$ cat src/rtl/pixie_dma_sched.sv
// pixie_dma_sched: sequences display DMA between the CPU core and the pixie
// frame buffer. Each active video line gets one fixed-length DMA burst. Each
// accepted byte becomes one frame-buffer write. The block also produces the
// frame interrupt and the EFx flag windows.
//
// Ports:
//   clk, reset         system clock, synchronous active-high reset
//   clk_enable         CPU machine-cycle strobe (qualifies SC, disp_on, disp_off)
//   SC                 CPU state code (10 = DMA cycle, 11 = interrupt acknowledge)
//   disp_on, disp_off  display enable / disable requests
//   line_start, vpos   line pulse and line number from video timing
//   data_in            CPU data bus during DMA
//   DMAO               DMA-out request, active low
//   INT                frame interrupt, active high
//   EFx                display flag, active low
//   fb_wr_en/addr/data frame-buffer write port
//   enabled            display enable status
//   overrun            sticky: a burst was cut short by the next line_start
module pixie_dma_sched #(
    parameter int unsigned BYTES_PER_LINE = 8,
    parameter int unsigned ACTIVE_FIRST   = 64,
    parameter int unsigned ACTIVE_LINES   = 128,
    parameter int unsigned INT_LEAD       = 2,
    parameter int unsigned EF_LINES       = 4,
    parameter int unsigned FB_AW          = 10
) (
    input  logic             clk,
    input  logic             reset,
    input  logic             clk_enable,
    input  logic [1:0]       SC,
    input  logic             disp_on,
    input  logic             disp_off,
    input  logic             line_start,
    input  logic [8:0]       vpos,
    input  logic [7:0]       data_in,
    output logic             DMAO,
    output logic             INT,
    output logic             EFx,
    output logic             fb_wr_en,
    output logic [FB_AW-1:0] fb_wr_addr,
    output logic [7:0]       fb_wr_data,
    output logic             enabled,
    output logic             overrun
);

    localparam int unsigned CNT_W = (BYTES_PER_LINE > 1) ? $clog2(BYTES_PER_LINE) : 1;

    localparam logic [8:0]       V_FIRST  = 9'(ACTIVE_FIRST);
    localparam logic [8:0]       V_LAST   = 9'(ACTIVE_FIRST + ACTIVE_LINES - 1);
    localparam logic [8:0]       V_INT    = 9'(ACTIVE_FIRST - INT_LEAD);
    localparam logic [8:0]       V_EF0    = 9'(ACTIVE_FIRST - EF_LINES);
    localparam logic [8:0]       V_EF1    = 9'(ACTIVE_FIRST + ACTIVE_LINES - EF_LINES);
    localparam logic [8:0]       V_END    = 9'(ACTIVE_FIRST + ACTIVE_LINES);
    localparam logic [CNT_W-1:0] CNT_LAST = CNT_W'(BYTES_PER_LINE - 1);

    typedef enum logic [1:0] {
        IDLE      = 2'd0,
        WAIT_LINE = 2'd1,
        BURST     = 2'd2
    } state_e;

    state_e             state_q, state_d;
    logic               enabled_q, enabled_d;
    logic [CNT_W-1:0]   byte_cnt_q, byte_cnt_d;
    logic               dmao_q, dmao_d;
    logic               int_q, int_d;
    logic               efx_q, efx_d;
    logic               wr_en_q, wr_en_d;
    logic [FB_AW-1:0]   addr_q, addr_d;
    logic [7:0]         data_q, data_d;
    logic               overrun_q, overrun_d;

    logic dma_cycle;
    logic ack_cycle;
    logic active_line;
    logic start_line;
    logic accept;

    // Input qualification shared by the FSM and output logic
    always_comb begin
        dma_cycle   = clk_enable && (SC == 2'b10);
        ack_cycle   = clk_enable && (SC == 2'b11);
        active_line = line_start && (vpos >= V_FIRST) && (vpos <= V_LAST);
    end

    // Enable control; disp_on wins over disp_off
    always_comb begin
        enabled_d = enabled_q;
        if (clk_enable && disp_on) begin
            enabled_d = 1'b1;
        end else if (clk_enable && disp_off) begin
            enabled_d = 1'b0;
        end
    end

    // A line_start always ends the current burst, so a byte on that cycle is dropped.
    // Disabling takes effect on the same edge, so no write follows disp_off.
    always_comb begin
        start_line = enabled_d && active_line && (state_q != IDLE);
        accept     = enabled_d && (state_q == BURST) && !line_start && dma_cycle;
    end

    // State register
    always_ff @(posedge clk) begin
        if (reset) begin
            state_q <= IDLE;
        end else begin
            state_q <= state_d;
        end
    end

    // Next-state logic
    always_comb begin
        state_d = state_q;
        if (!enabled_d) begin
            state_d = IDLE;
        end else begin
            unique case (state_q)
                IDLE: begin
                    if (enabled_q) begin
                        state_d = WAIT_LINE;
                    end
                end
                WAIT_LINE: begin
                    if (active_line) begin
                        state_d = BURST;
                    end
                end
                BURST: begin
                    if (line_start) begin
                        state_d = active_line ? BURST : WAIT_LINE;
                    end else if (accept && (byte_cnt_q == CNT_LAST)) begin
                        state_d = WAIT_LINE;
                    end
                end
                default: state_d = IDLE;
            endcase
        end
    end

    // Output next-values; all outputs are registered below
    always_comb begin
        byte_cnt_d = byte_cnt_q;
        wr_en_d    = 1'b0;
        data_d     = data_q;
        addr_d     = addr_q;
        int_d      = int_q;
        efx_d      = efx_q;
        overrun_d  = overrun_q;
        dmao_d     = (state_d != BURST);

        if (start_line) begin
            byte_cnt_d = '0;
        end else if (accept) begin
            byte_cnt_d = byte_cnt_q + CNT_W'(1);
        end

        if (accept) begin
            wr_en_d = 1'b1;
            data_d  = data_in;
        end

        // Address advances the cycle after each strobe; a new frame restarts at 0
        if (start_line && (vpos == V_FIRST)) begin
            addr_d = '0;
        end else if (wr_en_q) begin
            addr_d = addr_q + FB_AW'(1);
        end

        if ((state_q == BURST) && line_start && enabled_d) begin
            overrun_d = 1'b1;
        end

        // Clearing wins over setting; INT is held low while disabled
        if (line_start && (vpos == V_INT)) begin
            int_d = 1'b1;
        end
        if ((line_start && (vpos == V_FIRST)) || ack_cycle || !enabled_d) begin
            int_d = 1'b0;
        end

        if (line_start) begin
            if ((vpos == V_EF0) || (vpos == V_EF1)) begin
                efx_d = 1'b0;
            end else if ((vpos == V_FIRST) || (vpos == V_END)) begin
                efx_d = 1'b1;
            end
        end
    end

    // Output and datapath registers
    always_ff @(posedge clk) begin
        if (reset) begin
            enabled_q  <= 1'b0;
            byte_cnt_q <= '0;
            dmao_q     <= 1'b1;
            int_q      <= 1'b0;
            efx_q      <= 1'b1;
            wr_en_q    <= 1'b0;
            addr_q     <= '0;
            data_q     <= '0;
            overrun_q  <= 1'b0;
        end else begin
            enabled_q  <= enabled_d;
            byte_cnt_q <= byte_cnt_d;
            dmao_q     <= dmao_d;
            int_q      <= int_d;
            efx_q      <= efx_d;
            wr_en_q    <= wr_en_d;
            addr_q     <= addr_d;
            data_q     <= data_d;
            overrun_q  <= overrun_d;
        end
    end

    assign DMAO       = dmao_q;
    assign INT        = int_q;
    assign EFx        = efx_q;
    assign fb_wr_en   = wr_en_q;
    assign fb_wr_addr = addr_q;
    assign fb_wr_data = data_q;
    assign enabled    = enabled_q;
    assign overrun    = overrun_q;

endmodule

$ cat config.mk
export PLATFORM = sky130hd
export DESIGN_NAME = pixie_dma_sched
export DESIGN_NICKNAME = d
export VERILOG_FILES = /design/src/rtl/pixie_dma_sched.sv
export SDC_FILE = /design/constraint.sdc
export NUM_CORES = 1
export LEC_CHECK = 0
export BUFFER_PORTS_ARGS = -buffer_cell sky130_fd_sc_hd__buf_4
export CAP_MARGIN = 20
export CORE_MARGIN = 2
export CORE_UTILIZATION = 30
export CTS_CLUSTER_SIZE = 20
export DETAILED_ROUTE_END_ITERATION = 10
export HOLD_SLACK_MARGIN = 0.05
export PLACE_DENSITY = 0.61
export SLEW_MARGIN = 40
export SYNTH_ARGS = -nofsm -noshare
export SYNTH_HDL_FRONTEND = slang
export SYNTH_SLANG_ARGS = --single-unit
export TNS_END_PERCENT = 20
$ cat constraint.sdc
create_clock -name clk -period 2.61 [get_ports clk]
set_clock_uncertainty 0.2 [all_clocks]
set_input_delay 0.261 -clock clk [delete_from_list [all_inputs] [get_ports clk]]
set_output_delay 0.261 -clock clk [all_outputs]
set_load 0.01 [all_outputs]
==> reports/results.ini, run 1 <==
[finish]
layout.nets = 224
area_growth_pct = 45.6
nFillCells = 395
drive_above_1_share_pct = 31.1
layout_common_cells = buf_4, nor2_1, dfxtp_1, mux2i_1, dlygate4sd3_1
antennaDiodeCount = 0
stdcell_count = 246
layout_commonest_cell = buf_4

[die]
die_w_um = 69.6
io_pins = 49
rows = 23
initial_core_util_pct = 31.8
core_um2 = 4060
die_h_um = 69.6
die_area_um2 = 4840

[clocking]
cts_sinks = 29
clk_latency_ns = 0.27
cts_buffers = 5
htree_levels = 2
cts-root-buf = clkbuf_8
cts-resized-gates = 0
clk_pin_slew_worst_paths_ns = 0.06
post_cts_buffers = 0
cts_max_path_buffers = 2
cts_tree = yes

[critical_path]
ff2ff_path_depth = 4
path_cells = buf_4 -> or4b_1 -> nor3_1 -> o2bb2ai_1 -> a311oi_2 -> dlygate4sd3_1
worstPathRequired_ns = 2.56
end_kind = flip-flop
reg2reg_slack_ns = 0.67
r2r_end = fb_wr_addr[6]
crit_buf_inv = 2
cp_top_family = simple AND/OR/NAND/NOR gates
worst_r2r_startpoint = enabled
crit_fanout = 2
arrival_ns = 2.00
critical_path_class = input pin to flip-flop
cpPeakStageDelay_ns = 0.56
cpMaxStageDelayCell = dlygate4sd3_1
cp-start-kind = input pin

[min_path]
hold_path_depth = 3
worstHoldStart = data_in[4]
hp-class = input pin to flip-flop
min_to = fb_wr_data[4]

[outcome]
status = completed

[power]
comb_power_share_pct = 8.3
p_seq_share_pct = 50.9
static-leakage-power_nw = 0.858
power.switching_mw = 0.183
p_int_mw = 0.694
peakVddDrop_mv = 0.281
switching_share_pct = 20.8
p_total_mw = 0.877
p_per_area_nw_per_um2 = 467
power.share.clock_pct = 40.8

[timing]
min_period_ns = 2.05
max_clock_freq_mhz = 489
maxSlewHeadroom_pct = 60.4
finalHoldViolCount = 0
tightest_slew_ns = 0.579
slew_viol_final = 0
finalSetupViolCount = 0
tns_ns = 0
hold_ws_ns = 0.0453
fin_crit_sh_pct = 78.4
rsz0062_at_grt = no

[job]
drv_cap = 0

[detailed_routing]
route.antenna.remaining_nets = 0
drc = 0
drt-vias-per-instance = 4.84
vias = 1191
routed_wl_mm = 3.17
drtIter0Drc = 56
wl_per_cell_um = 12.9
first_pass_iters = 4

[placed_design]
dpl.cell_count = 230
finalWeightedCongestion = 0.777
dpl.hpwl_mm = 2.40
io_buffers = 48

[global_route]
grt_max_degree = 15
gr-total-overflow = 0
antenna_found_initial = 0
grt_pass1_vias = 1296
grt_first_pass_wirelength_mm = 5.56
track_usage_pct = 13.9

[logic_synthesis]
synth_largest_area_cell = dfxtp_1
syn_area_um2 = 1290
syn-num-nets = 162
synth_seq_cells = 29
syn_area_per_cell_um2 = 9.63
yosysSeqAreaShare_pct = 45.0
synth_area_leaders = dfxtp_1, nor2_1, mux2i_1, xnor2_1, xor2_1
synth_cells = 134
synth_top_area_share_pct = 45.0
ys_warn_count = 0
ys_types = 35

## stage by stage
stage	setup slack (ns)	cell area (um2)	utilization, %
floorplan	0.936	1290	-
global placement	0.605	1700	41.9
detailed placement	0.595	1700	41.9
CTS	0.555	1880	46.3
global route	0.440	1880	46.3
finish	0.565	1880	46.3
## worst reg2reg max path, stage by stage, from the launching register on
cell and delay, ns:
dfxtp_1 0.37, a21bo_2 0.25, a2111oi_0 0.53, a21o_1 0.38
nor2_1 0.09
## registers in the layout (all words and copies together) (netlist names), 2 cells and up
register / flops
state_q: 2
fb_wr_addr: 10
byte_cnt_q: 3
fb_wr_data: 8
## power by group through the flow
stage               Combinational [mW]  Sequential [mW]  Clock [mW]
finish                          0.0729            0.446       0.358
global route                    0.0797            0.446       0.394
CTS                             0.0726            0.446       0.374
detailed placement              0.0630            0.456           0
global placement                0.0611            0.455           0
floorplan                       0.0216            0.456           0
## how the worst max path moves through the flow
stage / depth (start not counted) / slack, ns / to / startpoint
global route: 6 / 0.44 / INT / vpos[5]
finish: 6 / 0.56 / INT / vpos[5]
detailed placement: 5 / 0.59 / fb_wr_addr[7] / vpos[5]
CTS: 6 / 0.56 / INT / vpos[5]
floorplan: 5 / 0.94 / fb_wr_addr[0] / enabled
global placement: 5 / 0.61 / fb_wr_addr[1] / vpos[5]
## logic make-up (layout without fill, tap and decap cells)
family | count (synthesis) | after routing | share of synthesized area, %
simple gates | 61 | 61 | 24.6
flops | 29 | 29 | 45.0
compound gates | 14 | 14 | 9.41
xor+xnor | 11 | 11 | 7.47
mux | 11 | 11 | 8.54
buf+inv | 5 | 67 | 2.04
fa+ha+maj | 3 | 3 | 2.91
## area by class of cell
type                       instances  area [um2]  area share, %
inverter                           2        7.51          0.400
sequential                        29         581           30.9
tap                               50        62.6           3.33
multi-input combinational        100         683           36.4
clock buffer                       7        86.3           4.60
timing repair buffer              58         458           24.4
## metal layers
metal	global-route usage, %	up-vias	wire length, um
met5	0	-	0
met1	15.3	549	1320
met3	4.07	6	206
met2	24.7	44	1590
met4	6.10	0	58
li1	-	592	-
## cells in the mapped netlist
cell type	n
nor2_1	30
dfxtp_1	29
mux2i_1	11
nand2_1	6
nand4_1	6
xnor2_1	6
nor3_1	5
xor2_1	5
ha_1	3
buf_4	2
inv_1	2
nand2b_1	2
nor2b_1	2
nor3b_1	2
nor4b_2	2
o21ai_0	2
a2111oi_0	1
a21bo_2	1
a21boi_1	1
a21o_1	1
a22oi_1	1
a311oi_1	1
a311oi_2	1
a31oi_1	1
and3_1	1
clkbuf_1	1
o2111ai_2	1
o21bai_1	1
o2bb2ai_1	1
o31a_1	1
or2_1	1
or3_1	1
or4_1	1
or4b_1	1
or4b_4	1
## what timing repair did
item,in CTS,in global routing
hold endpoints to repair,8,0
hold buffers,9,0
endpoints found under the setup margin,0,0
Note: power is estimated with default switching activity, not from simulation.
==> run 2, diff against run 1 <==
==> constraint.sdc (replaced) <==
create_clock -name clk -period 2 [get_ports clk]
set_clock_uncertainty 0.2 [all_clocks]
set_input_delay 0.2 -clock clk [delete_from_list [all_inputs] [get_ports clk]]
set_output_delay 0.2 -clock clk [all_outputs]
set_load 0.01 [all_outputs]
==> run 2 against run 1 <==
  * Global-route usage rose by 1.1 points
  * Critical path depth did not move
  * Setup slack got worse by 0.50 ns
  * Sequential share of layout area fell by 0.86 points
  * Largest cell class unchanged
==> reports/results.ini, run 2 (synthesis gave the netlist of run 1 again) <==
[outcome]
status = completed

[global_route]
grt_max_degree = 13  ; -2
grt_first_pass_wirelength_mm = 5.72  ; +2.9%
grt_pass1_vias = 1242  ; -4.2%
track_usage_pct = 15.0  ; +1.1 points
gr-total-overflow = 0  ; unchanged
antenna_found_initial = 0  ; unchanged

[timing]
tightest_slew_ns = 0.512  ; -0.0669 ns
maxSlewHeadroom_pct = 65.0  ; +4.6 points
min_period_ns = 1.94
slew_viol_final = 0  ; unchanged
finalHoldViolCount = 0  ; unchanged
tns_ns = 0  ; unchanged
fin_crit_sh_pct = 96.8
max_clock_freq_mhz = 517
rsz0062_at_grt = no
finalSetupViolCount = 0  ; unchanged

[placed_design]
dpl.hpwl_mm = 2.51  ; +4.6%
io_buffers = 48  ; unchanged
finalWeightedCongestion = 0.797  ; +2.6%

[clocking]
cts_max_path_buffers = 2  ; unchanged
cts_buffers = 5  ; unchanged
cts-root-buf = clkbuf_8
htree_levels = 2  ; unchanged
clk_latency_ns = 0.27  ; about the same
clk_pin_slew_worst_paths_ns = 0.06  ; about the same
cts_sinks = 29  ; unchanged
cts_tree = yes

[die]
die_area_um2 = 4840  ; unchanged
die_h_um = 69.6  ; unchanged
initial_core_util_pct = 31.8  ; unchanged
die_w_um = 69.6  ; unchanged
rows = 23  ; unchanged
io_pins = 49  ; unchanged
core_um2 = 4060  ; unchanged

[finish]
layout.nets = 228  ; +1.8%
area_growth_pct = 49.8
drive_above_1_share_pct = 32.0  ; +0.88 points
layout_common_cells = buf_4, nor2_1, dfxtp_1, dlygate4sd3_1, mux2i_1
layout_commonest_cell = buf_4
antennaDiodeCount = 0  ; unchanged
nFillCells = 386  ; -2.3%
finish.utilization_pct = 47.6  ; +1.3 points
largest_reg_flops = 10  ; unchanged

[critical_path]
end_kind = flip-flop
worstPathRequired_ns = 2.01  ; -0.55 ns
cp-start-kind = input pin
critical_path_class = input pin to flip-flop
crit_fanout = 2  ; unchanged
arrival_ns = 1.95  ; -0.05 ns

[power]
switching_share_pct = 21.3  ; +0.50 points
p_seq_share_pct = 50.1  ; -0.8 points
power.switching_mw = 0.248  ; +36%
comb_power_share_pct = 9.2  ; +0.9 points
p_per_area_nw_per_um2 = 601  ; +29%
static-leakage-power_nw = 0.880  ; +2.5%
p_int_mw = 0.913  ; +31%
peakVddDrop_mv = 0.252  ; -10%
power.share.clock_pct = 40.7  ; about the same

[detailed_routing]
route.antenna.remaining_nets = 0  ; unchanged
drc = 0  ; unchanged
vias = 1216  ; +2.1%
drt-vias-per-instance = 4.86  ; +0.47%
routed_wl_mm = 3.40  ; +7.4%
drtIter0Drc = 72  ; +29%
wl_per_cell_um = 13.6  ; +5.7%
first_pass_iters = 4  ; unchanged

[job]
drv_cap = 0  ; unchanged

[min_path]
hp-class = input pin to flip-flop

==> run 2: critical path, stage by stage <==
cell and delay (ns):
buf_4 0.11, or4b_4 0.54, nor4b_2 0.23, o2bb2ai_1 0.12, a311oi_2 0.18, dlygate4sd3_1 0.57
==> run 2: timing repair <==
item	in CTS	in global routing
hold endpoints to repair	12	0
buffers inserted	0	0
setup endpoints to repair	0	11
resized for setup	0	3
hold buffers	13	0
==> run 2: final cells by class <==
cell class | count | area, um2 | share of cell area [%]
clock buffer | 7 | 86.3 | 4.47
inverter | 2 | 7.51 | 0.389
multi-input combinational | 100 | 697 | 36.1
sequential | 29 | 581 | 30.1
tap | 50 | 62.6 | 3.24
timing repair buffer | 62 | 498 | 25.8
==> run 2: power groups by stage <==
stage	logic (mW)	clock network, mW	registers (mW)
3_3_place_gp	0.0804	0	0.594
3_5_place_dp	0.0839	0	0.594
2_1_floorplan	0.0282	0	0.594
5_1_grt	0.115	0.520	0.582
4_1_cts	0.103	0.484	0.582
6_report	0.106	0.472	0.582
==> run 2: worst paths after layout <==
kind	start	end	slack, ns	depth (start not counted)
worst min register to register	fb_wr_data[5]	fb_wr_data[5]	0.30	2
worst min-delay path	line_start	overrun	0.05	3
worst max-delay path	vpos[0]	INT	0.06	6
worst max register to register	enabled	INT	0.12	5
==> run 2: stage by stage <==
| step | instance area, um2 | hold slack (ns) | setup WS [ns] | total power, mW | cells |
|---|---|---|---|---|---|
| floorplan | 1290 | 0.107 | 0.326 | 0.623 | 134 |
| global placement | 1700 | 0.230 | 0.133 | 0.675 | 230 |
| detailed placement | 1700 | 0.237 | 0.0605 | 0.678 | 230 |
| CTS | 1920 | 0.0520 | 0.0316 | 1.17 | 250 |
| global route | 1930 | 0.0636 | 0.00976 | 1.22 | 250 |
| finish | 1930 | 0.0525 | 0.0647 | 1.16 | 250 |
==> run 2: metal layers <==
layer / up-vias / part of all wire [%] / GRT usage (%)
li1: 604 / - / -
met1: 561 / 42 / 17.0
met2: 44 / 51 / 25.5
met3: 7 / 6.2 / 4.65
met4: 0 / 1.6 / 7.19
met5: - / 0 / 0
==> run 3, diff against run 2 <==
==> constraint.sdc (replaced) <==
create_clock -name clk -period 2.1 [get_ports clk]
set_clock_uncertainty 0.2 [all_clocks]
set_input_delay 0.21 -clock clk [delete_from_list [all_inputs] [get_ports clk]]
set_output_delay 0.21 -clock clk [all_outputs]
set_load 0.01 [all_outputs]
==> run 3 against run 2 <==
  * Core utilization increased by 0.43 points
  * Combinational power decreased by 8%
  * Highest routed layer unchanged
  * Hold slack better by 0.018 ns
  * Critical path type unchanged
  * Register-to-register slack gained 0.05 ns
  * Critical endpoint unchanged
  * First-iteration DRC count shrank 26%
==> reports/results.ini, run 3 (synthesis gave the netlist of run 1 again) <==
[finish]
stdcell_area_um2 = 1950  ; +0.91%
nFillCells = 378  ; -2.1%
drive_above_1_share_pct = 30.8  ; -1.2 points
layout_commonest_cell = buf_4
layout.nets = 228  ; unchanged
antennaDiodeCount = 0  ; unchanged
largest_reg_flops = 10  ; unchanged
layout_common_cells = buf_4, nor2_1, dfxtp_1, dlygate4sd3_1, mux2i_1
area_growth_pct = 51.1

[global_route]
antenna_found_initial = 0  ; unchanged
top_usage_layer = met2
use_met2_pct = 23.8  ; -1.7 points
grtUsageMet1_pct = 16.2  ; -0.75 points
gr-total-overflow = 0  ; unchanged
grt_use_met3_pct = 4.94  ; +0.29 points
grt_first_pass_wirelength_mm = 5.61  ; -1.9%
grt_pass1_vias = 1259  ; +1.4%
track_usage_pct = 14.7  ; -0.25 points
grt_max_degree = 15  ; +2

[min_path]
hold_path_depth = 3  ; unchanged
hp-class = input pin to flip-flop

[critical_path]
cpPeakStageDelay_ns = 0.57  ; about the same
cpMaxStageDelayCell = dlygate4sd3_1
critical_path_class = input pin to flip-flop
cpMostUsedCell = dlygate4sd3_1
end_kind = flip-flop
arrival_ns = 2.00  ; +0.05 ns
cp-start-kind = input pin
path_cells = dlygate4sd3_1 -> buf_4 -> nand2b_1 -> a311oi_2 -> dlygate4sd3_1
worstPathRequired_ns = 2.13  ; +0.12 ns
crit_fanout = 14  ; +12
ff2ff_path_depth = 5  ; unchanged

[detailed_routing]
routed_wl_mm = 3.27  ; -3.9%
drtIter0Drc = 53  ; -26%
route.antenna.remaining_nets = 0  ; unchanged
drt-vias-per-instance = 4.82  ; -0.89%
wl_per_cell_um = 13.0  ; -4.3%
vias = 1210  ; -0.49%
first_pass_iters = 4  ; unchanged
drc = 0  ; unchanged

[timing]
min_period_ns = 1.98
max_clock_freq_mhz = 506
tightest_slew_ns = 0.490  ; -0.0217 ns
maxSlewHeadroom_pct = 67.3  ; +2.2 points
finalHoldViolCount = 0  ; unchanged
slew_viol_final = 0  ; unchanged
worst_slack_ns = 0.123  ; +0.0584 ns
rsz0062_at_grt = no
fin_crit_sh_pct = 94.1
tns_ns = 0  ; unchanged
finalSetupViolCount = 0  ; unchanged

[power]
p_per_area_nw_per_um2 = 639  ; +6.4%
peakVddDrop_mv = 0.411  ; +63%
static-leakage-power_nw = 0.889  ; +1.1%

[die]
io_pins = 49  ; unchanged
die_w_um = 69.6  ; unchanged
rows = 23  ; unchanged
die_h_um = 69.6  ; unchanged
core_um2 = 4060  ; unchanged
initial_core_util_pct = 31.8  ; unchanged
die_area_um2 = 4840  ; unchanged

[clocking]
cts-root-buf = clkbuf_8
clk_pin_slew_worst_paths_ns = 0.06  ; about the same
cts_sinks = 29  ; unchanged
cts_tree = yes
htree_levels = 2  ; unchanged
cts_buffers = 5  ; unchanged
clk_latency_ns = 0.29  ; +0.02 ns
cts_max_path_buffers = 2  ; unchanged

[placed_design]
dpl.hpwl_mm = 2.39  ; -4.7%
finalWeightedCongestion = 0.770  ; -3.5%
io_buffers = 48  ; unchanged
pre_cts_slack_ns = 0.120  ; +0.0596 ns
dpl-instance-area_um2 = 1700  ; unchanged

[job]
drv_cap = 0  ; unchanged

[outcome]
status = completed

## run 3: changes by cell type in the layout (fill, tap and decap cells not counted)
cell and delta:
a21o_1 +1, bufinv_16 +1, nand2b_1 +1, nand2b_4 -1, a2111oi_0 -1, a2111oi_1 +1
nor3_2 -1, a21o_2 -1, nor3_1 +1
## run 3: worst paths after layout
kind                start         end  slack [ns]
setup / recovery    reset         INT        0.12
hold reg to reg   overrun     overrun        0.28
hold / removal      SC[1]  state_q[0]        0.07
setup reg to reg  enabled         INT        0.17
## run 3: cell type report
class                      count  area [um2]  share of cell area [%]
clock inverter                 1        30.0                    1.54
sequential                    29         581                    29.8
timing repair buffer          62         498                    25.5
clock buffer                   7        86.3                    4.43
tap                           50        62.6                    3.21
multi-input combinational    100         684                    35.1
inverter                       2        7.51                   0.385
## run 3: worst max-delay path: cells and delay by family
family / cells / cell delay, ns
buffers and inverters: 3 / 1.30
and+or+nand+nor: 1 / 0.24
AOI/OAI and AO/OA: 1 / 0.26
## run 3: per-layer routing
layer	up-vias	share of wire [%]	wire, um
li1	602	-	-
met1	542	42	1360
met2	56	48	1560
met3	10	7.1	233
met4	0	3.4	112
met5	-	0	0
## run 3: timing repair
item / 4_1_cts / 5_1_grt
gates resized for setup: 0 / 1
hold buffers: 13 / 0
endpoints found under the hold margin: 12 / 0
buffers inserted: 0 / 0
setup endpoints to repair: 0 / 10
## run 3: where the power goes
group	total (mW)	switching [mW]	internal, mW
sequential	0.554	0.00200	0.552
combinational	0.0973	0.0410	0.0564
clock	0.594	0.208	0.386
total	1.25	0.251	0.994
## run 3: metrics by stage
step	std cells	utilization (%)	hold slack, ns	total power, mW
2_1_floorplan	134	-	0.117	0.593
3_3_place_gp	230	41.9	0.240	0.642
3_5_place_dp	230	41.9	0.252	0.645
4_1_cts	251	48.0	0.0582	1.26
5_1_grt	251	48.0	0.0860	1.29
6_report	251	48.0	0.0706	1.25
